**src/rtl/refresh_scheduler.sv**
```systemverilog
`default_nettype none
// ============================================================================
//  Module   : refresh_scheduler
//  Purpose  : Tracks SDRAM auto-refreshes that are owed. An interval timer
//             adds one unit of debt every INTERVAL ECLK cycles. Each completed
//             refresh, reported by the controller as a toggle, removes one.
//             The block raises a request while debt is owed, and raises an
//             urgent flag once debt reaches URGENT_LEVEL. Debt saturates at
//             MAX_DEBT, and a lost refresh sets a sticky overflow flag.
//  Ports    : ECLK           - scheduler clock
//             refreshreset   - asynchronous, active-low reset
//             enable         - SDRAM init complete (CLK domain, synchronised)
//             ack_toggle     - flips once per completed refresh (CLK domain)
//             refresh_req    - level request, debt > 0 while enabled
//             refresh_urgent - high while debt >= URGENT_LEVEL
//             debt           - owed refresh count, 0..MAX_DEBT
//             overflow       - sticky, a refresh was lost to saturation
//  Revision : 1.0 - initial release
// ============================================================================
module refresh_scheduler #(
    parameter int unsigned INTERVAL     = 5,
    parameter int unsigned MAX_DEBT     = 8,
    parameter int unsigned URGENT_LEVEL = 6
) (
    input  logic       ECLK,
    input  logic       refreshreset,
    input  logic       enable,
    input  logic       ack_toggle,
    output logic       refresh_req,
    output logic       refresh_urgent,
    output logic [3:0] debt,
    output logic       overflow
);

    // A one-cycle interval still needs a one-bit counter to exist.
    localparam int CW = (INTERVAL > 1) ? $clog2(INTERVAL) : 1;

    localparam logic [CW-1:0] c_reload = CW'(INTERVAL - 1);
    localparam logic [3:0]    c_max    = 4'(MAX_DEBT);
    localparam logic [3:0]    c_urgent = 4'(URGENT_LEVEL);

    typedef enum logic [1:0] {
        ST_DISABLED = 2'd0,
        ST_IDLE     = 2'd1,
        ST_PENDING  = 2'd2,
        ST_URGENT   = 2'd3
    } state_t;

    state_t          r_state;
    logic [CW-1:0]   r_count;
    logic            r_en_s1;
    logic            r_en_s2;
    logic            r_ak_s1;
    logic            r_ak_s2;
    logic            r_ak_prev;

    logic            w_ack_pulse;
    logic            w_tick;
    logic [3:0]      w_debt_nxt;
    logic            w_ovf_set;

    // Any edge on the synchronised toggle is one completed refresh.
    assign w_ack_pulse = r_ak_s2 ^ r_ak_prev;
    assign w_tick      = (r_state != ST_DISABLED) && (r_count == '0);

    // Debt arithmetic for the active states. A coincident tick and ack
    // cancel, so a tick at saturation that is offset by an ack does not
    // count as a lost refresh.
    always_comb begin
        w_debt_nxt = debt;
        w_ovf_set  = 1'b0;
        case ({w_tick, w_ack_pulse})
            2'b10: begin
                if (debt >= c_max) begin
                    w_debt_nxt = c_max;
                    w_ovf_set  = 1'b1;
                end else begin
                    w_debt_nxt = debt + 4'd1;
                end
            end
            2'b01: begin
                if (debt != 4'd0) begin
                    w_debt_nxt = debt - 4'd1;
                end
            end
            default: begin
                w_debt_nxt = debt;
            end
        endcase
    end

    function automatic state_t state_of(input logic [3:0] d);
        if (d == 4'd0) begin
            return ST_IDLE;
        end else if (d >= c_urgent) begin
            return ST_URGENT;
        end else begin
            return ST_PENDING;
        end
    endfunction

    always_ff @(posedge ECLK or negedge refreshreset) begin
        if (!refreshreset) begin
            r_state        <= ST_DISABLED;
            r_count        <= c_reload;
            r_en_s1        <= 1'b0;
            r_en_s2        <= 1'b0;
            r_ak_s1        <= 1'b0;
            r_ak_s2        <= 1'b0;
            r_ak_prev      <= 1'b0;
            debt           <= 4'd0;
            refresh_req    <= 1'b0;
            refresh_urgent <= 1'b0;
            overflow       <= 1'b0;
        end else begin
            r_en_s1   <= enable;
            r_en_s2   <= r_en_s1;
            r_ak_s1   <= ack_toggle;
            r_ak_s2   <= r_ak_s1;
            // The history flop advances even while disabled. This consumes
            // any toggle edge seen there, including the spurious edge from
            // an ack_toggle that was already high out of reset.
            r_ak_prev <= r_ak_s2;

            if (r_state == ST_DISABLED) begin
                r_count <= c_reload;
                if (r_en_s2) begin
                    // Debt retained from before the disable picks the state.
                    r_state        <= state_of(debt);
                    refresh_req    <= (debt != 4'd0);
                    refresh_urgent <= (debt >= c_urgent);
                end
            end else if (!r_en_s2) begin
                r_state        <= ST_DISABLED;
                r_count        <= c_reload;
                refresh_req    <= 1'b0;
                refresh_urgent <= 1'b0;
            end else begin
                r_count        <= w_tick ? c_reload : (r_count - CW'(1));
                debt           <= w_debt_nxt;
                overflow       <= overflow | w_ovf_set;
                r_state        <= state_of(w_debt_nxt);
                refresh_req    <= (w_debt_nxt != 4'd0);
                refresh_urgent <= (w_debt_nxt >= c_urgent);
            end
        end
    end

endmodule
`default_nettype wire

```
**config.mk**
```make
export PLATFORM = sky130hd
export DESIGN_NAME = refresh_scheduler
export DESIGN_NICKNAME = d
export VERILOG_FILES = /design/src/rtl/refresh_scheduler.sv
export SDC_FILE = /design/constraint.sdc
export NUM_CORES = 1
export LEC_CHECK = 0
export CAP_MARGIN = 0
export CORE_UTILIZATION = 30
export CTS_BUF_LIST = sky130_fd_sc_hd__clkbuf_8
export CTS_CLUSTER_DIAMETER = 50
export DETAILED_ROUTE_END_ITERATION = 8
export SYNTH_ARGS = -nofsm -noshare
export SYNTH_HDL_FRONTEND = slang
export SYNTH_SLANG_ARGS = --single-unit
export TNS_END_PERCENT = 30
```
**constraint.sdc**
```tcl
create_clock -name ECLK -period 2.3 [get_ports ECLK]
set_clock_uncertainty 0.05 [all_clocks]
set_input_delay 0.46 -clock ECLK [delete_from_list [all_inputs] [get_ports ECLK]]
set_output_delay 0.46 -clock ECLK [all_outputs]
set_load 0.02 [all_outputs]
```
# Word level (Yosys, flattened, before mapping)
# Cells that the tools add are included.
# word_totals
elab_cells,53
regBits,17
in_bits,4
# classes
add_sub_neg,3
muxes,21
n_eq_ne,3
order_cmp,3
n_reduce_logical,9
bitwise,3
# op_table
cell,n
$mux 1,10
$mux 2,5
$mux 3,3
$ge 4x3->1 const B,2
$logic_not 4->1,2
$mux 4,2
$pmux 4 s2,1
$reduce_bool 4->1,2
$add 4x1->4 const B,1
$ge 4x4->1 const B,1
$sub 4x1->4 const B,1
$logic_not 3->1,1
$sub 3x1->3 const B,1
$eq 2x1->1 const B,1
$eq 2x2->1 const B,1
$logic_not 2->1,1
$ne 2x2->1 const B,1
$reduce_and 2->1,1
$reduce_bool 2->1,1
$logic_and 1x1->1,1
$not 1->1,1
$or 1x1->1,1
$xor 1x1->1,1

# Longest topological paths before layout
# logic_depth
depth_word,9
mapped_depth,11
ltp_nobuf,11

# Least setup slack after synthesis
# Ideal clock, no wire load.
# synth_timing
path_type,register to register
from,register r_state[1]
to,register r_state[0]
path_stages_with_launch,10
slack_ns,-0.120
arrival_time_ns,2.289
n_path_buf,1
setup_ns,0.081
synth_period_minus_slack_ns,2.420
cell_sequence,dfrtp_1 or2_2 buf_4 nand2b_1 ha_1 or3b_1 mux2_2 a32o_1 a31o_1 o211ai_2
# synth_between
elab_chain_cells,9
# synth_rtl
item,line_no,source
from (decl),49,state_t r_state;
from (signal assigned),129,r_state <= state_of(debt);
from (signal assigned),142,r_state <= state_of(w_debt_nxt);
$reduce_bool 2->1,64,assign w_tick = (r_state != ST_DISABLED) && (r_count == '0);
$logic_and 1x1->1,64,
$eq 2x1->1 or $eq 2x2->1 (tied branches),72,"case ({w_tick, w_ack_pulse})"
$pmux 4 s2,72,
$ge 4x3->1,95,end else if (d >= c_urgent) begin
$mux 1,95,
$mux 2,93,if (d == 4'd0) begin
$mux 2,133,end else if (!r_en_s2) begin
$mux 2,125,if (r_state == ST_DISABLED) begin
# Several ways; a longest one is shown, not always the timed one.
# A chain may end at the register's enable or synchronous reset.

# Worst setup path after layout
# layout_timing
from,register r_count[0]
to,register r_state[0]
# layout_between
elab_chain_cells,9
# layout_rtl
item,line_no,source
from (decl),50,logic [CW-1:0] r_count;
from (signal assigned),105,r_count <= c_reload;
from (signal assigned),126,r_count <= c_reload;
from (signal assigned),135,r_count <= c_reload;
$logic_not 3->1 (*),64,
$logic_and 1x1->1 (*),64,
$eq 2x1->1 or $eq 2x2->1 (tied branches),72,
$pmux 4 s2 (*),72,
$ge 4x3->1,95,
$mux 1,95,
$mux 2 (*),93,
$mux 2 (*),133,
$mux 2 (*),125,
# Mark *: on every way between the ends. The rest lies on a longest branch, timed or not.

==> impl_metrics.toml <==
[status]
status = "complete, but fails checks"
violations = "DRC, setup timing"

[sta]
slew_viol_final = 0
rsz0062_at_grt = "yes"
max_freq_mhz = 428
hold_ws_ns = 0.316
slew_headroom_pct = 70.3
hold_violations = 0
tightest_slew_ns = 0.445
worst_slack_ns = -0.0338
min_period_ns = 2.33
min_period_over_period_pct = 101
finalSetupViolCount = 2

[critical_path]
cp_num_buf_inv = 2
path_delay_family = "simple AND/OR/NAND/NOR gates"
cp_max_fo = 3
endpoint_kind = "flip-flop"
critical_path.slowest_cell = "dfrtp_1"
slowest_delay_ns = 0.38
critical_path_depth = 11
critPathKind = "reg -> reg"
crit_chain = "inv_2 -> ha_4 -> nand2b_4 -> nand2b_4 -> ha_4 -> or3b_1 -> mux2_4 -> and2_4 -> nand4_1 -> buf_4 -> o211ai_2"
cp_data_arrival_time_ns = 2.42
worstRegToRegCells = 11
cp-start-kind = "flip-flop"
cp_data_required_time_ns = 2.39

[drt]
met1_length_um = 932
wl_per_cell_um = 14.5
drt-total-wl_um = 2210
wl_met2_um = 1120
viasPerCell = 5.22
highest_layer = "met4"
drc = 1
drt_iter0_drc = 23
dr_total_vias = 793
first_pass_iters = 6
dr_wl_met3_um = 93
ant_nets = 0

[global_route]
gr-total-overflow = 0
grt_pass1_wl_um = 3790
grt_pass1_vias = 798
grt_max_degree = 17
gr-usage-all-layers_pct = 15.6
antenna_found_initial = 0

[worst_hold_path]
hold_path_class = "reg -> reg"
hold-path-cell-count = 0

[power]
p_sw_share_pct = 37.6
powerDensity_nw_per_um2 = 1320
power_leakage_nw = 0.608
ir_drop_mv = 0.628
power.share.clock_pct = 14.8
p_int_w = 0.00107
power_switching_w = 0.000641
pwr-share-seq_pct = 25.2
power_w = 0.00171
p_comb_share_pct = 60.0

[floorplanning]
core_area_um2 = 2850
rows = 19
die_h_um = 57.7
die_w_um = 57.7
start_util_pct = 32.6
die-area_um2 = 3330
boundaryPins = 11

[clocking]
clockRootBuffer = "clkbuf_8"
clk_pin_slew_ns = 0.07
clk_latency_ns = 0.26
holdBufCountCts = 0
htreeDepth = 1
clockBufferDepth = 2
cts_tree = "built"
numCtsBuffers = 3
cts_num_sinks = 16
postCtsSetupRepairBufs = 0

[logic_synthesis]
yosysSeqAreaShare_pct = 43.2
ys.warnings.count = 0
yosysTopAreaCell = "dfrtp_1"
syn_area_um2 = 930
postSynthAreaPerCell_um2 = 10.0
synth_cell_type_count = 38
synth_area_leaders = "dfrtp_1 40%, ha_1 8.1%, and2b_2 3.8%"
syn_nets = 103
synth.top_cell.area_share_pct = 40.4
synth_seq_cells = 16
synthCells = 93

[layout]
multiInputGateArea_um2 = 529
area_delta_synth_final_pct = 39.3
n_fill_cell = 276
n_antenna_cell = 0
seqCellArea_um2 = 403
drive_gt1_share_pct = 38.0
layout_commonest_cell = "buf_4"
nets = 132
final_cell_mix = "18 x buf_4, 14 x dfrtp_1, 10 x clkdlybuf4s50_1, 9 x nand2_1, 6 x o21ai_0"

[placed_design]
gp_congestion = 0.813
dp.final_hpwl_um = 1530
io_buffer_count = 10

[flow_run]
drv_cap = 0
==> cells by family (layout without fill, tap and decap cells) <==
group / Yosys count / in the layout / share of synthesized area [%]
xor gates and xnor gates: 1 / 1 / 0.942
DFF: 16 / 16 / 43.2
and+or+nand+nor: 38 / 38 / 24.9
muxes: 1 / 1 / 1.21
AOI/OAI and AO/OA: 20 / 20 / 15.1
adders and majority gates: 6 / 6 / 8.08
buffers and inverters: 11 / 39 / 6.59
==> synthesized netlist by cell type <==
cell type	n
o211a_1	1
nor4b_1	1
a41o_1	1
a221oi_1	1
or2_2	2
ha_1	6
nor2_1	5
and3_1	1
a21oi_1	3
nand3_1	3
or3b_1	1
nor4_1	1
a32o_1	1
dfrtp_1	15
a21o_2	1
buf_6	1
buf_4	3
nor3b_1	3
a31o_1	1
buf_2	1
and2b_2	4
nand2_1	9
a211oi_1	1
xor2_1	1
nor3b_4	1
nand4_1	1
o21ai_0	7
mux2_2	1
inv_1	6
a22oi_1	1
nor3_1	1
a31oi_1	1
dfstp_2	1
and2_2	1
nand3b_1	1
o211ai_2	1
nand2_2	1
nand2b_1	2
==> repair_timing <==
item                       4_1_cts  5_1_grt
gates resized for setup          9        4
hold endpoints to repair         0        0
setup endpoints to repair        5        4
cloned                           0        0
pin swaps                        4        9
==> layer usage <==
metal | vias to the layer above | GRT usage [%]
met5 | - | 0
met4 | 0 | 9.18
met3 | 7 | 2.01
met2 | 23 | 25.6
met1 | 379 | 19.9
li1 | 384 | -
==> worst paths after layout <==
path	start	to	slack, ns
hold / removal	r_ak_s1	r_ak_s2	0.32
setup / recovery	r_count[0]	r_state[0]	-0.03
hold reg to reg	r_ak_s1	r_ak_s2	0.32
max in group asynchronous	refreshreset	r_count[2]	1.49
min in group asynchronous	refreshreset	r_count[1]	0.46
setup reg to reg	r_count[0]	r_state[0]	-0.03
==> final cells by class <==
class                           instances  area share, %
Clock buffer                            4           4.25
Inverter                                6           1.74
Multi-Input combinational cell         66           40.9
Sequential cell                        16           31.1
Tap cell                               31           3.00
Timing Repair Buffer                   29           19.0
==> power groups by stage <==
stage	Clock [W]	Sequential, W	Combinational, W
floorplan	0	0.000456	0.000515
global placement	0	0.000423	0.000877
detailed placement	0	0.000428	0.000895
CTS	0.000258	0.000426	0.000971
global route	0.000275	0.000439	0.00112
finish	0.000252	0.000430	0.00102
==> per-stage QoR <==
stage                     area (um^2)  utilization, %  instances  setup WS [ns]  TNS (ns)
after CTS                        1280            44.8        152        0.00262         0
after floorplan                   942               -         93        0.00756         0
after global routing             1290            45.4        152         -0.140    -0.358
final                            1290            45.4        152        -0.0338   -0.0517
after global placement           1180            41.4        148        -0.0881    -0.213
after detailed placement         1180            41.4        148         -0.154    -0.457
==> sequential cells by signal, indices dropped and copies added, names as in the netlist <==
name,count
debt,4
overflow,1
r_ak_prev,1
r_ak_s1,1
r_ak_s2,1
r_count,3
r_en_s1,1
r_en_s2,1
r_state,2
refresh_urgent,1
Power figures use the tool's default switching activity.
